### src/rtl/cpu_div_cell.sv
// Sequential radix-2 restoring divider, signed/unsigned, quotient or remainder.
// Fixed WIDTH+1 cycle latency from the accepting edge to the one-cycle done pulse.
module cpu_div_cell #(
  parameter int WIDTH = 32
) (
  input  logic             clk,
  input  logic             reset_n,
  input  logic             M_div_start,
  input  logic [WIDTH-1:0] M_div_src1,
  input  logic [WIDTH-1:0] M_div_src2,
  input  logic             M_div_signed,
  input  logic             M_div_rem,
  output logic [WIDTH-1:0] M_div_cell_result,
  output logic             M_div_busy,
  output logic             M_div_done,
  output logic             M_div_by_zero
);

  localparam int CW = $clog2(WIDTH);
  localparam logic [CW-1:0] CNT_LAST = CW'(WIDTH - 1);
  localparam logic [CW-1:0] CNT_ONE  = {{(CW-1){1'b0}}, 1'b1};
  localparam logic [WIDTH-1:0] ONE_W  = {{(WIDTH-1){1'b0}}, 1'b1};
  localparam logic [WIDTH-1:0] ONES_W = {WIDTH{1'b1}};

  typedef enum logic [1:0] {
    S_IDLE = 2'd0,
    S_RUN  = 2'd1,
    S_FIX  = 2'd2
  } state_e;

  function automatic logic [WIDTH-1:0] neg_f(input logic [WIDTH-1:0] v);
    return ~v + ONE_W;
  endfunction

  function automatic logic [WIDTH-1:0] mag_f(input logic [WIDTH-1:0] v, input logic sgn);
    return (sgn && v[WIDTH-1]) ? neg_f(v) : v;
  endfunction

  state_e           state_q;
  logic [CW-1:0]    cnt_q;
  logic [WIDTH-1:0] dvsr_q;
  logic [WIDTH-1:0] quo_q;
  logic [WIDTH-1:0] rem_q;
  logic [WIDTH-1:0] src1_q;
  logic             rem_mode_q;
  logic             q_neg_q;
  logic             r_neg_q;
  logic             zero_q;
  logic [WIDTH-1:0] result_q;
  logic             busy_q;
  logic             done_q;
  logic             by_zero_q;

  logic [WIDTH:0]   rem_sh_s;
  logic [WIDTH:0]   diff_s;
  logic [WIDTH-1:0] rem_d;
  logic [WIDTH-1:0] quo_d;
  logic [WIDTH-1:0] result_d;

  // One restoring step: shift dividend MSB into the partial remainder and trial-subtract.
  always_comb begin
    rem_sh_s = {rem_q, quo_q[WIDTH-1]};
    diff_s   = rem_sh_s - {1'b0, dvsr_q};
    rem_d    = rem_sh_s[WIDTH-1:0];
    quo_d    = {quo_q[WIDTH-2:0], 1'b0};
    if (!diff_s[WIDTH]) begin
      rem_d = diff_s[WIDTH-1:0];
      quo_d = {quo_q[WIDTH-2:0], 1'b1};
    end else begin
      rem_d = rem_sh_s[WIDTH-1:0];
      quo_d = {quo_q[WIDTH-2:0], 1'b0};
    end
  end

  // Final value: zero divisor bypasses sign correction entirely.
  always_comb begin
    result_d = ONES_W;
    if (zero_q) begin
      result_d = rem_mode_q ? src1_q : ONES_W;
    end else if (rem_mode_q) begin
      result_d = r_neg_q ? neg_f(rem_q) : rem_q;
    end else begin
      result_d = q_neg_q ? neg_f(quo_q) : quo_q;
    end
  end

  // Control FSM with operand capture, iteration registers and registered outputs.
  always_ff @(posedge clk or negedge reset_n) begin
    if (!reset_n) begin
      state_q    <= S_IDLE;
      cnt_q      <= {CW{1'b0}};
      dvsr_q     <= {WIDTH{1'b0}};
      quo_q      <= {WIDTH{1'b0}};
      rem_q      <= {WIDTH{1'b0}};
      src1_q     <= {WIDTH{1'b0}};
      rem_mode_q <= 1'b0;
      q_neg_q    <= 1'b0;
      r_neg_q    <= 1'b0;
      zero_q     <= 1'b0;
      result_q   <= {WIDTH{1'b0}};
      busy_q     <= 1'b0;
      done_q     <= 1'b0;
      by_zero_q  <= 1'b0;
    end else begin
      case (state_q)
        S_IDLE: begin
          done_q <= 1'b0;
          if (M_div_start) begin
            rem_mode_q <= M_div_rem;
            src1_q     <= M_div_src1;
            quo_q      <= mag_f(M_div_src1, M_div_signed);
            dvsr_q     <= mag_f(M_div_src2, M_div_signed);
            q_neg_q    <= M_div_signed & (M_div_src1[WIDTH-1] ^ M_div_src2[WIDTH-1]);
            r_neg_q    <= M_div_signed & M_div_src1[WIDTH-1];
            zero_q     <= (M_div_src2 == {WIDTH{1'b0}});
            rem_q      <= {WIDTH{1'b0}};
            cnt_q      <= {CW{1'b0}};
            busy_q     <= 1'b1;
            state_q    <= S_RUN;
          end else begin
            state_q <= S_IDLE;
          end
        end
        S_RUN: begin
          done_q <= 1'b0;
          rem_q  <= rem_d;
          quo_q  <= quo_d;
          cnt_q  <= cnt_q + CNT_ONE;
          if (cnt_q == CNT_LAST) begin
            state_q <= S_FIX;
          end else begin
            state_q <= S_RUN;
          end
        end
        S_FIX: begin
          result_q  <= result_d;
          by_zero_q <= zero_q;
          done_q    <= 1'b1;
          busy_q    <= 1'b0;
          state_q   <= S_IDLE;
        end
        default: begin
          busy_q  <= 1'b0;
          done_q  <= 1'b0;
          state_q <= S_IDLE;
        end
      endcase
    end
  end

  assign M_div_cell_result = result_q;
  assign M_div_busy        = busy_q;
  assign M_div_done        = done_q;
  assign M_div_by_zero     = by_zero_q;

endmodule

### config.mk
export PLATFORM = sky130hd
export DESIGN_NAME = cpu_div_cell
export DESIGN_NICKNAME = d
export VERILOG_FILES = /design/src/rtl/cpu_div_cell.sv
export SDC_FILE = /design/constraint.sdc
export NUM_CORES = 1
export LEC_CHECK = 0
export CAP_MARGIN = 0
export CORE_MARGIN = 2
export CORE_UTILIZATION = 30
export CTS_BUF_LIST = sky130_fd_sc_hd__clkbuf_8
export CTS_CLUSTER_DIAMETER = 120
export DETAILED_ROUTE_END_ITERATION = 6
export PLACE_DENSITY_LB_ADDON = 0.1
export SKIP_CTS_REPAIR_TIMING = 1
export SLEW_MARGIN = 10
export SYNTH_ARGS = -nofsm -noshare
export SYNTH_HDL_FRONTEND = slang
export SYNTH_SLANG_ARGS = --single-unit
### constraint.sdc
create_clock -name clk -period 3.9 [get_ports clk]
set_clock_uncertainty 0.1 [all_clocks]
set_input_delay 0.78 -clock clk [delete_from_list [all_inputs] [get_ports clk]]
set_output_delay 0.78 -clock clk [all_outputs]
set_load 0.02 [all_outputs]
-- After elaboration in Yosys (flattened, before gate mapping)
Index checks and enable logic that the tools add are counted.
- flip-flop bits (word level): 174
- latch bits: 0
- memory bits (writable): 0
- ROM bits: 0
- bits of input ports: 69
- output and inout bits: 35
- word-level logic and storage cells: 61
- memories kept: 0
- add/sub/neg operators: 6
- multiply operators: 0
- div/mod/pow operators: 0
- $lt $le $gt $ge: 0
- eq/ne operators: 4
- shift-type cells: 0
- multiplexer cells: 21
- bitwise operators: 8
- reductions and logical operators: 8
- operators by type and width (kind ; count):
    $mux W32 ; 10
    $add A32 B1 Y32 const B ; 4
    $not A32 Y32 ; 4
    $pmux W32 S2 ; 2
    $sub A33 B32 Y33 ; 1
    $logic_not A32 Y1 ; 1
    $pmux W5 S2 ; 1
    $reduce_and A2 Y1 ; 3
    $add A5 B1 Y5 const B ; 1
    $eq A5 B5 Y1 const B ; 1
    $mux W5 ; 1
    $mux W1 ; 4
    $pmux W2 S2 ; 1
    $and A1 B1 Y1 ; 2
    $eq A2 B1 Y1 const B ; 1
    $eq A2 B2 Y1 const B ; 1
    $logic_and A1 B1 Y1 ; 2
    $logic_not A2 Y1 ; 1
    $mux W2 ; 1
    $ne A2 B2 Y1 const B ; 1
    $pmux W1 S2 ; 1
    $reduce_bool A2 Y1 ; 1
    $not A1 Y1 ; 1
    $xor A1 B1 Y1 ; 1

-- Depth between registers and ports, before layout
Gate-level depths: netlist of run 1.
- word-level depth: 5
- gate-level depth with buffers: 14
- gate-level depth less buffers: 12

-- Worst setup path before layout of run 1
No wires, ideal clock.
- kind: flip-flop to flip-flop
- start: register rem_q[10]
- end: register quo_q[0]
- arrival time: 2751 ps
- required time: 3660 ps
- setup slack: 908 ps
- stages on the path, launching flop included: 14
- path buffers: 3
- period minus slack after synthesis: 2992 ps
- path through: dfrtp_1 -> ha_1 -> buf_6 -> a21o_1 -> a211oi_1 -> o211a_1 -> a21oi_2 -> o2111a_1 -> or3_4 -> and2_1 -> buf_6 -> buf_6 -> a22oi_1 -> o22ai_1
- cells in the longest elaborated chain, start to end: 3
- ends and longest elaborated chain (what ; line ; source):
    start, declared ; 43 ; logic [WIDTH-1:0] rem_q;
    start signal, assigned ; 94 ; rem_q <= {WIDTH{1'b0}};
    start signal, assigned ; 116 ; rem_q <= {WIDTH{1'b0}};
    start signal, assigned ; 126 ; rem_q <= rem_d;
    $sub A33 B32 Y33 ; 63 ; diff_s = rem_sh_s - {1'b0, dvsr_q};
    $mux W1 ; 66 ; if (!diff_s[WIDTH]) begin
    $pmux W32 S2 ; 105 ; case (state_q)
    end signal, assigned ; 93 ; quo_q <= {WIDTH{1'b0}};
    end signal, assigned ; 111 ; quo_q <= mag_f(M_div_src1, M_div_signed);
    end signal, assigned ; 127 ; quo_q <= quo_d;
    end, declared ; 42 ; logic [WIDTH-1:0] quo_q;
Every way passes these cells.
A chain may end at the register's enable or synchronous reset.

-- Worst setup path in the final report of run 1
- start: register quo_q[31]
- end: register rem_q[6]
- cells in the longest elaborated chain, start to end: 3
- ends and longest elaborated chain (what ; line):
    $sub A33 B32 Y33 ; 63
    $mux W32 ; 66
    $pmux W32 S2 ; 105
Every way passes these cells.

==> summary.md, run 1 <==
| Metric | Value |
|---|---|
| Post-DP HPWL | 28.3 mm |
| LEAKAGE | 5.81 nW |
| CP Launch Point | quo_q[31] |
| Util after Layout | 0.352 |
| Nets | 1585 |
| CTS Root Cell | clkbuf_8 |
| Routed via count | 10399 |
| Top FF cell, synth | dfrtp_1 |
| Combinational cell fraction of total power | 0.590 |
| Synthesized Nets | 1505 |
| Fin. max-slew vios | 0 |
| Die area | 41400 µm² |
| Type of the tightest min-delay check | in -> async |
| RSZ-0062 raised after global routing | false |
| Cell Rows | 73 |
| Crit Path Max Fanout | 23 |
| EDFF count, synth | 0 |
| Crit path required time | 4.17 ns |
| Dpl cells | 1983 |
| Hold Vio Cnt, Final | 0 |
| Switching share of power | 0.475 |
| Syn Inst Count | 1397 |
| Final setup violation count | 0 |
| Pin count of the biggest net entering global routing | 72 |
| Clock network latency to the later pin of the worst-skew pair | 0.51 ns |
| Clk sink count | 174 |
| Total CTS buffers | 17 |
| Status | finished, final reports clean |
| Cell depth of the worst setup path | 13 |
| Post-DRT Antenna Nets | 0 |
| Clk network pwr share | 0.116 |
| Final GP Congestion | 0.865 |
| Final WS setup | 0.452 ns |
| CP top delay family | compound AO/OA/AOI/OAI gates |
| Crit path cell chain | inv_1 > ha_1 > fa_1 > nand2b_1 > a21oi_1 > o211ai_1 > a21oi_2 > o2111a_1 > or3_4 > and2_1 > buf_12 > mux2i_1 > o21ai_1 |
| Reg2reg path depth | 13 |
| Vias in the first global route | 10339 |
| Crit path buffers/inverters | 2 |
| Wirelength per Cell | 18.9 µm |
| Inserted Diodes | 0 |
| Syn_area_per_cell | 8.54 µm² |
| DRC errors left | 0 |
| Tcrit/Tclk final | 0.884 |
| Max Cap Violations | 0 |
| Slew HR | 0.266 |
| Core Area | 39500 µm² |
| Die height | 203 µm |
| CTS tree | done |
| Fillers | 4212 |
| Net Sw Power | 0.00578 W |
| Clock tree buffer depth | 2 |
| I/O Buffers | 103 |
| VDD IR max | 0.389 mV |
| Flop2flop setup slack | 0.45 ns |
| Die Span X | 203 µm |
| Final Non-Filler Cells | 2015 |
| Register bit total from synthesis | 174 |
| Setup WS pre-CTS | 0.251 ns |
| Antenna violations before repair | 0 |
| Tot Pwr | 0.0122 W |
| Warning count from the yosys run | 0 |
| Total grt overflow | 0 |
| Critical Path Start Type | flip-flop |
| All-Layer GR Usage | 0.187 |
| Layout cell share with drive strength beyond 1 | 0.0732 |
| Crit path to | rem_q[6] |
| Internal | 0.00638 W |
| Flop pwr share | 0.293 |
| Post-synthesis sequential area ratio | 0.365 |
| H-tree depth | 4 |
| Starting density of the core | 0.302 |
| First-pass GRT wire length | 60.5 mm |
| Asr flop ratio synth | 1.00 |
| Fmax | 0.290 GHz |
| Via/cell ratio | 5.16 |
| Crit-path max cell delay | 0.41 ns |
| Drt total wl | 38.0 mm |
| Final min period | 3.45 ns |
| I/O Pins | 104 |
| Setup TNS | 0 ns |
| Worst r2r src | quo_q[31] |
| Critical path endpoint category | flip-flop |
| Drt pass-1 iters | 5 |
| Drt first-iter violations | 673 |
| Post-Syn Area | 11900 µm² |
| R2r endpoint | rem_q[6] |
| Critical path arrival | 3.71 ns |
| Clk pin slew, worst setup/hold paths | 0.11 ns |
| Pwr/cell area | 874 nW/µm² |
| Worst Setup Path Type | reg -> reg |
| Syn-to-layout area delta | 16.5% |
| Tightest Pin Transition | 1.10 ns |
| Critical-path top delay cell | fa_1 |
| Count of cell types in the netlist | 81 |
==> synthesized netlist by cell type, types with 4 or more instances <==
library cell | number | area share
a21oi_1 | 75 | 0.031
clkbuf_1 | 61 | 0.019
o22a_1 | 9 | 0.0066
nor2_1 | 63 | 0.020
a21o_1 | 21 | 0.013
a32oi_1 | 11 | 0.0081
o21ai_0 | 139 | 0.058
o21ai_1 | 23 | 0.0096
a22oi_1 | 21 | 0.013
mux2i_1 | 33 | 0.028
ha_1 | 38 | 0.040
or4_1 | 12 | 0.0076
o221ai_1 | 6 | 0.0044
nand3b_1 | 4 | 0.0025
nor4_1 | 14 | 0.0073
a221oi_1 | 9 | 0.0066
or2_2 | 7 | 0.0037
inv_1 | 51 | 0.016
nand2_1 | 245 | 0.077
nand3_1 | 15 | 0.0063
and3_1 | 9 | 0.0047
buf_6 | 4 | 0.0038
or3_1 | 12 | 0.0063
a221o_1 | 4 | 0.0034
a211oi_1 | 7 | 0.0044
clkbuf_8 | 5 | 0.0058
a31oi_1 | 10 | 0.0052
dfrtp_1 | 174 | 0.36
and2_1 | 7 | 0.0037
nor3_1 | 11 | 0.0046
xor2_1 | 59 | 0.043
xnor2_1 | 83 | 0.061
o2111ai_1 | 5 | 0.0037
o21ai_2 | 4 | 0.0029
o21a_1 | 7 | 0.0044
nor2b_1 | 13 | 0.0068
nand2b_1 | 15 | 0.0079
o31ai_1 | 20 | 0.013
o41ai_1 | 12 | 0.0088
nand4_1 | 8 | 0.0042
o211ai_1 | 4 | 0.0025
o22ai_1 | 12 | 0.0063
==> worst min-delay path by stage <==
stage / from / to / slack [ns] / depth (start not counted)
2_1_floorplan: src1_q[26] / src1_q[26] / 0.34 / 2
3_3_place_gp: src1_q[24] / src1_q[24] / 0.36 / 2
3_5_place_dp: src1_q[30] / src1_q[30] / 0.36 / 2
4_1_cts: reset_n / M_div_cell_result[9] / 0.17 / 1
5_1_grt: reset_n / M_div_cell_result[9] / 0.19 / 1
6_report: reset_n / M_div_cell_result[9] / 0.15 / 1
==> worst reg2reg max path: stages (launching register included) <==
cell and delay, ns:
dfrtp_1 0.40, inv_1 0.11, ha_1 0.22, fa_1 0.41, nand2b_1 0.18, a21oi_1 0.24
o211ai_1 0.21, a21oi_2 0.24, o2111a_1 0.23, or3_4 0.14, and2_1 0.26, buf_12 0.24
mux2i_1 0.24, o21ai_1 0.07
==> state kept, by name, indices dropped and copies added, names as in the netlist <==
name and flops:
M_div_busy 1, M_div_by_zero 1, M_div_cell_result 32, M_div_done 1, cnt_q 5, dvsr_q 32
q_neg_q 1, quo_q 32, r_neg_q 1, rem_mode_q 1, rem_q 32, src1_q 32
state_q 2, zero_q 1
==> cells in the final DEF, fill, tap and decap left out, drive strengths merged, types with 16 or more instances in the layout <==
| cell | instances |
|---|---|
| nand2 | 247 |
| dfrtp | 174 |
| o21ai | 166 |
| clkdlybuf4s50 | 102 |
| xnor2 | 83 |
| a21oi | 76 |
| nor2 | 63 |
| xor2 | 59 |
| inv | 56 |
| ha | 38 |
| buf | 38 |
| mux2i | 33 |
| a21o | 21 |
| a22oi | 21 |
| o31ai | 21 |
| clkbuf | 17 |
| or4 | 16 |
==> logic make-up after synthesis <==
logic type / after synthesis / share of synthesized area
flip-flops: 174 / 0.365
AO/OA/AOI/OAI: 421 / 0.226
AND/OR/NAND/NOR: 457 / 0.180
multiplexers: 34 / 0.0286
XOR/XNOR: 142 / 0.104
adder cells (fa/ha/maj): 39 / 0.0415
buffers and inverters: 130 / 0.0546
==> cell type report <==
cell class	instances	area, µm²	area share
inverters	51	191	0.0138
clock buffers	17	234	0.0168
repair buffers	140	1340	0.0960
flip-flops and latches	174	4350	0.313
multi-input cells	1093	6940	0.499
well taps	525	657	0.0472
clock inverters	15	188	0.0135
==> routing by layer <==
| layer | vias to the layer above | wire length, µm | GRT usage |
|---|---|---|---|
| met5 | - | 0 | 0 |
| met1 | 5009 | 19300 | 0.276 |
| met2 | 221 | 17000 | 0.294 |
| met3 | 27 | 1270 | 0.0211 |
| met4 | 0 | 473 | 0.0422 |
| li1 | 5142 | - | - |
==> per-stage QoR <==
stage	hold slack, ns	area (µm²)
3_5_place_dp	0.357	13500
3_3_place_gp	0.357	13500
6_report	0.150	13900
5_1_grt	0.188	13900
2_1_floorplan	0.337	11900
4_1_cts	0.168	13900
==> power by group through the flow <==
stage          Sequential, W  Combinational (W)  Clock (W)
2_1_floorplan        0.00324            0.00559          0
3_3_place_gp         0.00359            0.00716          0
3_5_place_dp         0.00359            0.00718          0
4_1_cts              0.00356            0.00722    0.00146
5_1_grt              0.00370            0.00807    0.00152
6_report             0.00357            0.00718    0.00141
(Power assumes the default switching activity.)
==> run 2: changes to the inputs <==
Settings changed: CORE_UTILIZATION 30 to 25.
==> summary.md, run 2 (synthesis gave the netlist of run 1 again) <==
| Metric | Value |
|---|---|
| Critical path arrival | 3.75 ns |
| Area of the multi-input gates | 6940 µm² |
| Fin. max-slew vios | 0 |
| Critical Path Start Type | flip-flop |
| Reg2reg path depth | 13 |
| Switching share of power | 0.481 |
| Status | finished, final reports clean |
| Clk pin slew, worst setup/hold paths | 0.10 ns |
| Met3 Use GR | 0.0350 |
| Wirelength per Cell | 19.1 µm |
| I/O Pins | 104 |
| GRT met2 Usage | 0.255 |
| I/O Buffers | 103 |
| DRC errors left | 0 |
| Reg area | 4350 µm² |
| Crit path required time | 4.21 ns |
| Flop2flop setup slack | 0.46 ns |
| Routed via count | 10326 |
| Setup WS pre-CTS | 0.270 ns |
| Type of the tightest min-delay check | reg -> reg |
| CTS Root Cell | clkbuf_8 |
| Drt total wl | 40.2 mm |
| Vias in the first global route | 10381 |
| Final WS setup | 0.457 ns |
| R2r endpoint | rem_q[4] |
| Internal | 0.00633 W |
| Setup TNS | 0 ns |
| Clk network pwr share | 0.111 |
| Cell Rows | 80 |
| LEAKAGE | 5.82 nW |
| Most common cell after layout, fill and taps aside | nand2_1 |
| Fmax | 0.290 GHz |
| Fillers | 5142 |
| H-tree depth | 4 |
| Post-DRT Antenna Nets | 0 |
| Hold EP | src1_q[14] |
| Hold Path Depth | 2 |
| Most frequent cells in the layout | nand2_1 (245), dfrtp_1 (174), o21ai_0 (139) |
| Critical path endpoint category | flip-flop |
| RSZ-0062 raised after global routing | false |
| Gr busiest metal | met2 |
| Worst Setup Path Type | reg -> reg |
| Crit-path max cell delay | 0.41 ns |
| Layout cell share with drive strength beyond 1 | 0.0749 |
| Nets | 1590 |
| Pwr/cell area | 870 nW/µm² |
| Hold Vio Cnt, Final | 0 |
| Drt first-iter violations | 610 |
| Clock network latency to the later pin of the worst-skew pair | 0.56 ns |
| Drt pass-1 iters | 5 |
| Antenna violations before repair | 0 |
| Pin count of the biggest net entering global routing | 69 |
| Hold path startpoint | src1_q[14] |
| Syn-to-layout area delta | 17.7% |
| Net Sw Power | 0.00588 W |
| Core Area | 47400 µm² |
| Clock tree buffer depth | 2 |
| Max Cap Violations | 0 |
| Starting density of the core | 0.251 |
| Tightest Pin Transition | 0.917 ns |
| Worst r2r src | quo_q[31] |
| Tcrit/Tclk final | 0.883 |
| Critical-path top delay cell | dfrtp_1 |
| Die Span X | 222 µm |
| Final min period | 3.44 ns |
| Hold slack | 0.385 ns |
| Die area | 49500 µm² |
| Via/cell ratio | 4.89 |
| Clk sink count | 174 |
| Final GP Congestion | 0.846 |
| First-pass GRT wire length | 63.3 mm |
| Combinational cell fraction of total power | 0.597 |
| Total grt overflow | 0 |
| Final setup violation count | 0 |
| Crit path cell chain | inv_1 > ha_1 > fa_1 > nand2b_1 > a21oi_1 > o211ai_1 > a21oi_2 > o2111a_1 > or3_4 > and2_1 > buf_12 > mux2i_1 > o21ai_0 |
| CTS tree | done |
| GR met1 Demand/Resource | 0.241 |
| Slew HR | 0.386 |
| Inserted Diodes | 0 |
| VDD IR max | 0.266 mV |
| Post-DP HPWL | 30.0 mm |
| All-Layer GR Usage | 0.167 |
| Crit Path Max Fanout | 24 |
| Total CTS buffers | 17 |
| Flop pwr share | 0.293 |
| Die height | 222 µm |
-- run 2: through the flow --
step | std cells | cell area, µm² | total power [W] | util
3_3_place_gp | 2077 | 13600 | 0.0109 | 0.287
6_report | 2110 | 14000 | 0.0122 | 0.296
3_5_place_dp | 2077 | 13600 | 0.0109 | 0.287
4_1_cts | 2109 | 14000 | 0.0123 | 0.296
2_1_floorplan | 1397 | 11900 | 0.00883 | -
5_1_grt | 2110 | 14000 | 0.0134 | 0.296
-- run 2: power by group through the flow --
stage	registers, W	clock network, W	logic [W]
after floorplan	0.00324	0	0.00559
after global placement	0.00361	0	0.00730
after detailed placement	0.00360	0	0.00730
after CTS	0.00357	0.00142	0.00735
after global routing	0.00371	0.00148	0.00823
final	0.00357	0.00135	0.00729
-- run 2: routing by layer --
layer,vias up,part of all wire
met4,0,0.013
met3,30,0.034
li1,5148,-
met1,4979,0.51
met5,-,0
met2,169,0.44
-- run 2: critical path: cells and delay by family (launching register included) --
| family | cells | cell delay (ns) |
|---|---|---|
| adder cells (fa/ha/maj) | 2 | 0.62 |
| flip-flops | 1 | 0.41 |
| buffers and inverters | 2 | 0.34 |
| AO/OA/AOI/OAI | 5 | 1.03 |
| multiplexers | 1 | 0.22 |
| AND/OR/NAND/NOR | 3 | 0.54 |
-- run 2: cell type report --
type                            count  area share
Multi-Input combinational cell   1093       0.494
Inverter                           51      0.0136
Timing Repair Buffer              145      0.0989
Tap cell                          615      0.0548
Clock inverter                     14      0.0104
Clock buffer                       18      0.0177
Sequential cell                   174       0.310
-- run 2: worst max-delay path by stage --
stage / start / to
after floorplan: rem_q[10] / quo_q[0]
after global placement: M_div_src2[2] / dvsr_q[29]
after detailed placement: M_div_src1[8] / quo_q[29]
after CTS: quo_q[31] / rem_q[4]
after global routing: quo_q[31] / rem_q[4]
final: quo_q[31] / rem_q[4]
==> run 3: changes to the inputs <==
Settings changed: CORE_ASPECT_RATIO from default to 1.2, CORE_UTILIZATION 25 to 55.
Clock period 3.9 ns to 3.36 ns, I/O delays scaled along.
==> summary.md, run 3 (synthesis gave the netlist of run 1 again) <==
| Metric | Value |
|---|---|
| Critical path arrival | 3.49 ns |
| CTS tree | done |
| LEAKAGE | 6.05 nW |
| Clk pin slew, worst setup/hold paths | 0.09 ns |
| Drt total wl | 32.9 mm |
| Setup WS pre-CTS | -0.0501 ns |
| CP Launch Point | quo_q[31] |
| Internal | 0.00779 W |
| Syn-to-layout area delta | 17.0% |
| Antenna violations before repair | 0 |
| Clk sink count | 174 |
| Final setup violation count | 0 |
| Crit Path Max Fanout | 3 |
| Clk network pwr share | 0.116 |
| Total grt overflow | 0 |
| CTS Root Cell | clkbuf_8 |
| Critical Path Start Type | flip-flop |
| Max Cap Violations | 0 |
| Die Span X | 138 µm |
| Critical path endpoint category | flip-flop |
| Flop2flop setup slack | 0.19 ns |
| Hold Vio Cnt, Final | 0 |
| Final WS setup | 0.187 ns |
| Design area | 14000 µm² |
| Pin count of the biggest net entering global routing | 61 |
| I/O Pins | 104 |
| Most frequent cells in the layout | nand2_1 (245), dfrtp_1 (174), o21ai_0 (139) |
| I/O Buffers | 103 |
| Post-DP HPWL | 24.3 mm |
| Tcrit/Tclk final | 0.944 |
| Post-DRT Antenna Nets | 0 |
| Total CTS buffers | 17 |
| Inserted Diodes | 0 |
| Wirelength per Cell | 18.2 µm |
| Drt first-iter violations | 832 |
| Setup TNS | 0 ns |
| Pwr/cell area | 1030 nW/µm² |
| All-Layer GR Usage | 0.292 |
| Status | finished, final reports clean |
| H-tree depth | 4 |
| Crit path required time | 3.67 ns |
| Cell Rows | 59 |
| Reg2reg path depth | 13 |
| Core Area | 21500 µm² |
| Placed cell area | 13500 µm² |
| First-pass GRT wire length | 54.0 mm |
| Slew HR | 0.370 |
| Vias in the first global route | 10501 |
| Net Sw Power | 0.00659 W |
| Final min period | 3.17 ns |
| Tightest Pin Transition | 0.945 ns |
| Switching share of power | 0.458 |
| Final GP Congestion | 0.914 |
| Drt pass-1 iters | 7 |
| Worst Setup Path Type | reg -> reg |
| Clock tree buffer depth | 2 |
| Flop pwr share | 0.278 |
| Starting density of the core | 0.555 |
| RSZ-0062 raised after global routing | false |
| Die height | 165 µm |
| Fmax | 0.315 GHz |
| DRC errors left | 0 |
| VDD IR max | 0.553 mV |
| Clock network latency to the later pin of the worst-skew pair | 0.48 ns |
| Via/cell ratio | 6.05 |
| Layout cell share with drive strength beyond 1 | 0.101 |
| Most common cell after layout, fill and taps aside | nand2_1 |
| Worst r2r src | quo_q[31] |
| Type of the tightest min-delay check | in -> async |
| Combinational cell fraction of total power | 0.605 |
| Die area | 22900 µm² |
| Nets | 1626 |
| Routed via count | 10920 |
| Fin. max-slew vios | 0 |
==> run 3: changes by cell type in the layout (fill, tap and decap cells not counted), moves of 2 or more <==
| cell | delta |
|---|---|
| buf_4 | +36 |
| clkinvlp_4 | -6 |
| clkinv_2 | +3 |
| bufinv_16 | +2 |
| inv_1 | -2 |
==> run 3: critical path, cell delays in order (launching register included) <==
cell and delay, ns:
dfrtp_1 0.38, inv_1 0.09, ha_1 0.22, fa_1 0.40, nand2b_1 0.19, a21oi_2 0.16, o211ai_1 0.16, a21oi_2 0.28
buf_4 0.16, a31oi_2 0.13, nor4_2 0.29, nor3_1 0.09, or4_1 0.40, nand3_1 0.08
==> run 3: through the flow <==
step / cells / util / hold WS [ns] / power [W]
after floorplan: 1397 / - / 0.276 / 0.0102
after global placement: 1772 / 0.628 / 0.353 / 0.0123
after detailed placement: 1772 / 0.628 / 0.362 / 0.0125
after CTS: 1804 / 0.649 / 0.0953 / 0.0142
after global routing: 1805 / 0.650 / 0.113 / 0.0155
final: 1805 / 0.650 / 0.0782 / 0.0144
==> run 3: area by class of cell <==
| type | count | area, µm² |
|---|---|---|
| fillers | 1807 | 7520 |
| multi-input cells | 1093 | 6960 |
| flip-flops and latches | 174 | 4350 |
| repair buffers | 181 | 1670 |
| well taps | 274 | 343 |
| clock buffers | 19 | 262 |
| inverters | 51 | 191 |
| clock inverters | 13 | 186 |
==> run 3: power by group through the flow <==
stage | sequential (W) | combinational, W | clock, W
3_5_place_dp | 0.00400 | 0.00849 | 0
6_report | 0.00400 | 0.00870 | 0.00167
3_3_place_gp | 0.00397 | 0.00833 | 0
4_1_cts | 0.00396 | 0.00856 | 0.00168
2_1_floorplan | 0.00376 | 0.00649 | 0
5_1_grt | 0.00411 | 0.00967 | 0.00176
==> run 3: worst paths after layout <==
kind                         endpoint
min in group clk           src1_q[17]
max reg2reg                 rem_q[30]
max in group asynchronous  src1_q[17]
max                         rem_q[30]
min                          quo_q[8]
min reg2reg                src1_q[17]
==> run 3: per-layer routing <==
| layer | wire length (µm) | vias up | part of all wire | global-route usage |
|---|---|---|---|---|
| li1 | - | 5230 | - | - |
| met1 | 14200 | 5210 | 0.43 | 0.379 |
| met2 | 16200 | 421 | 0.49 | 0.512 |
| met3 | 1850 | 59 | 0.056 | 0.0386 |
| met4 | 755 | 0 | 0.023 | 0.0946 |
| met5 | 0 | - | 0 | 0 |
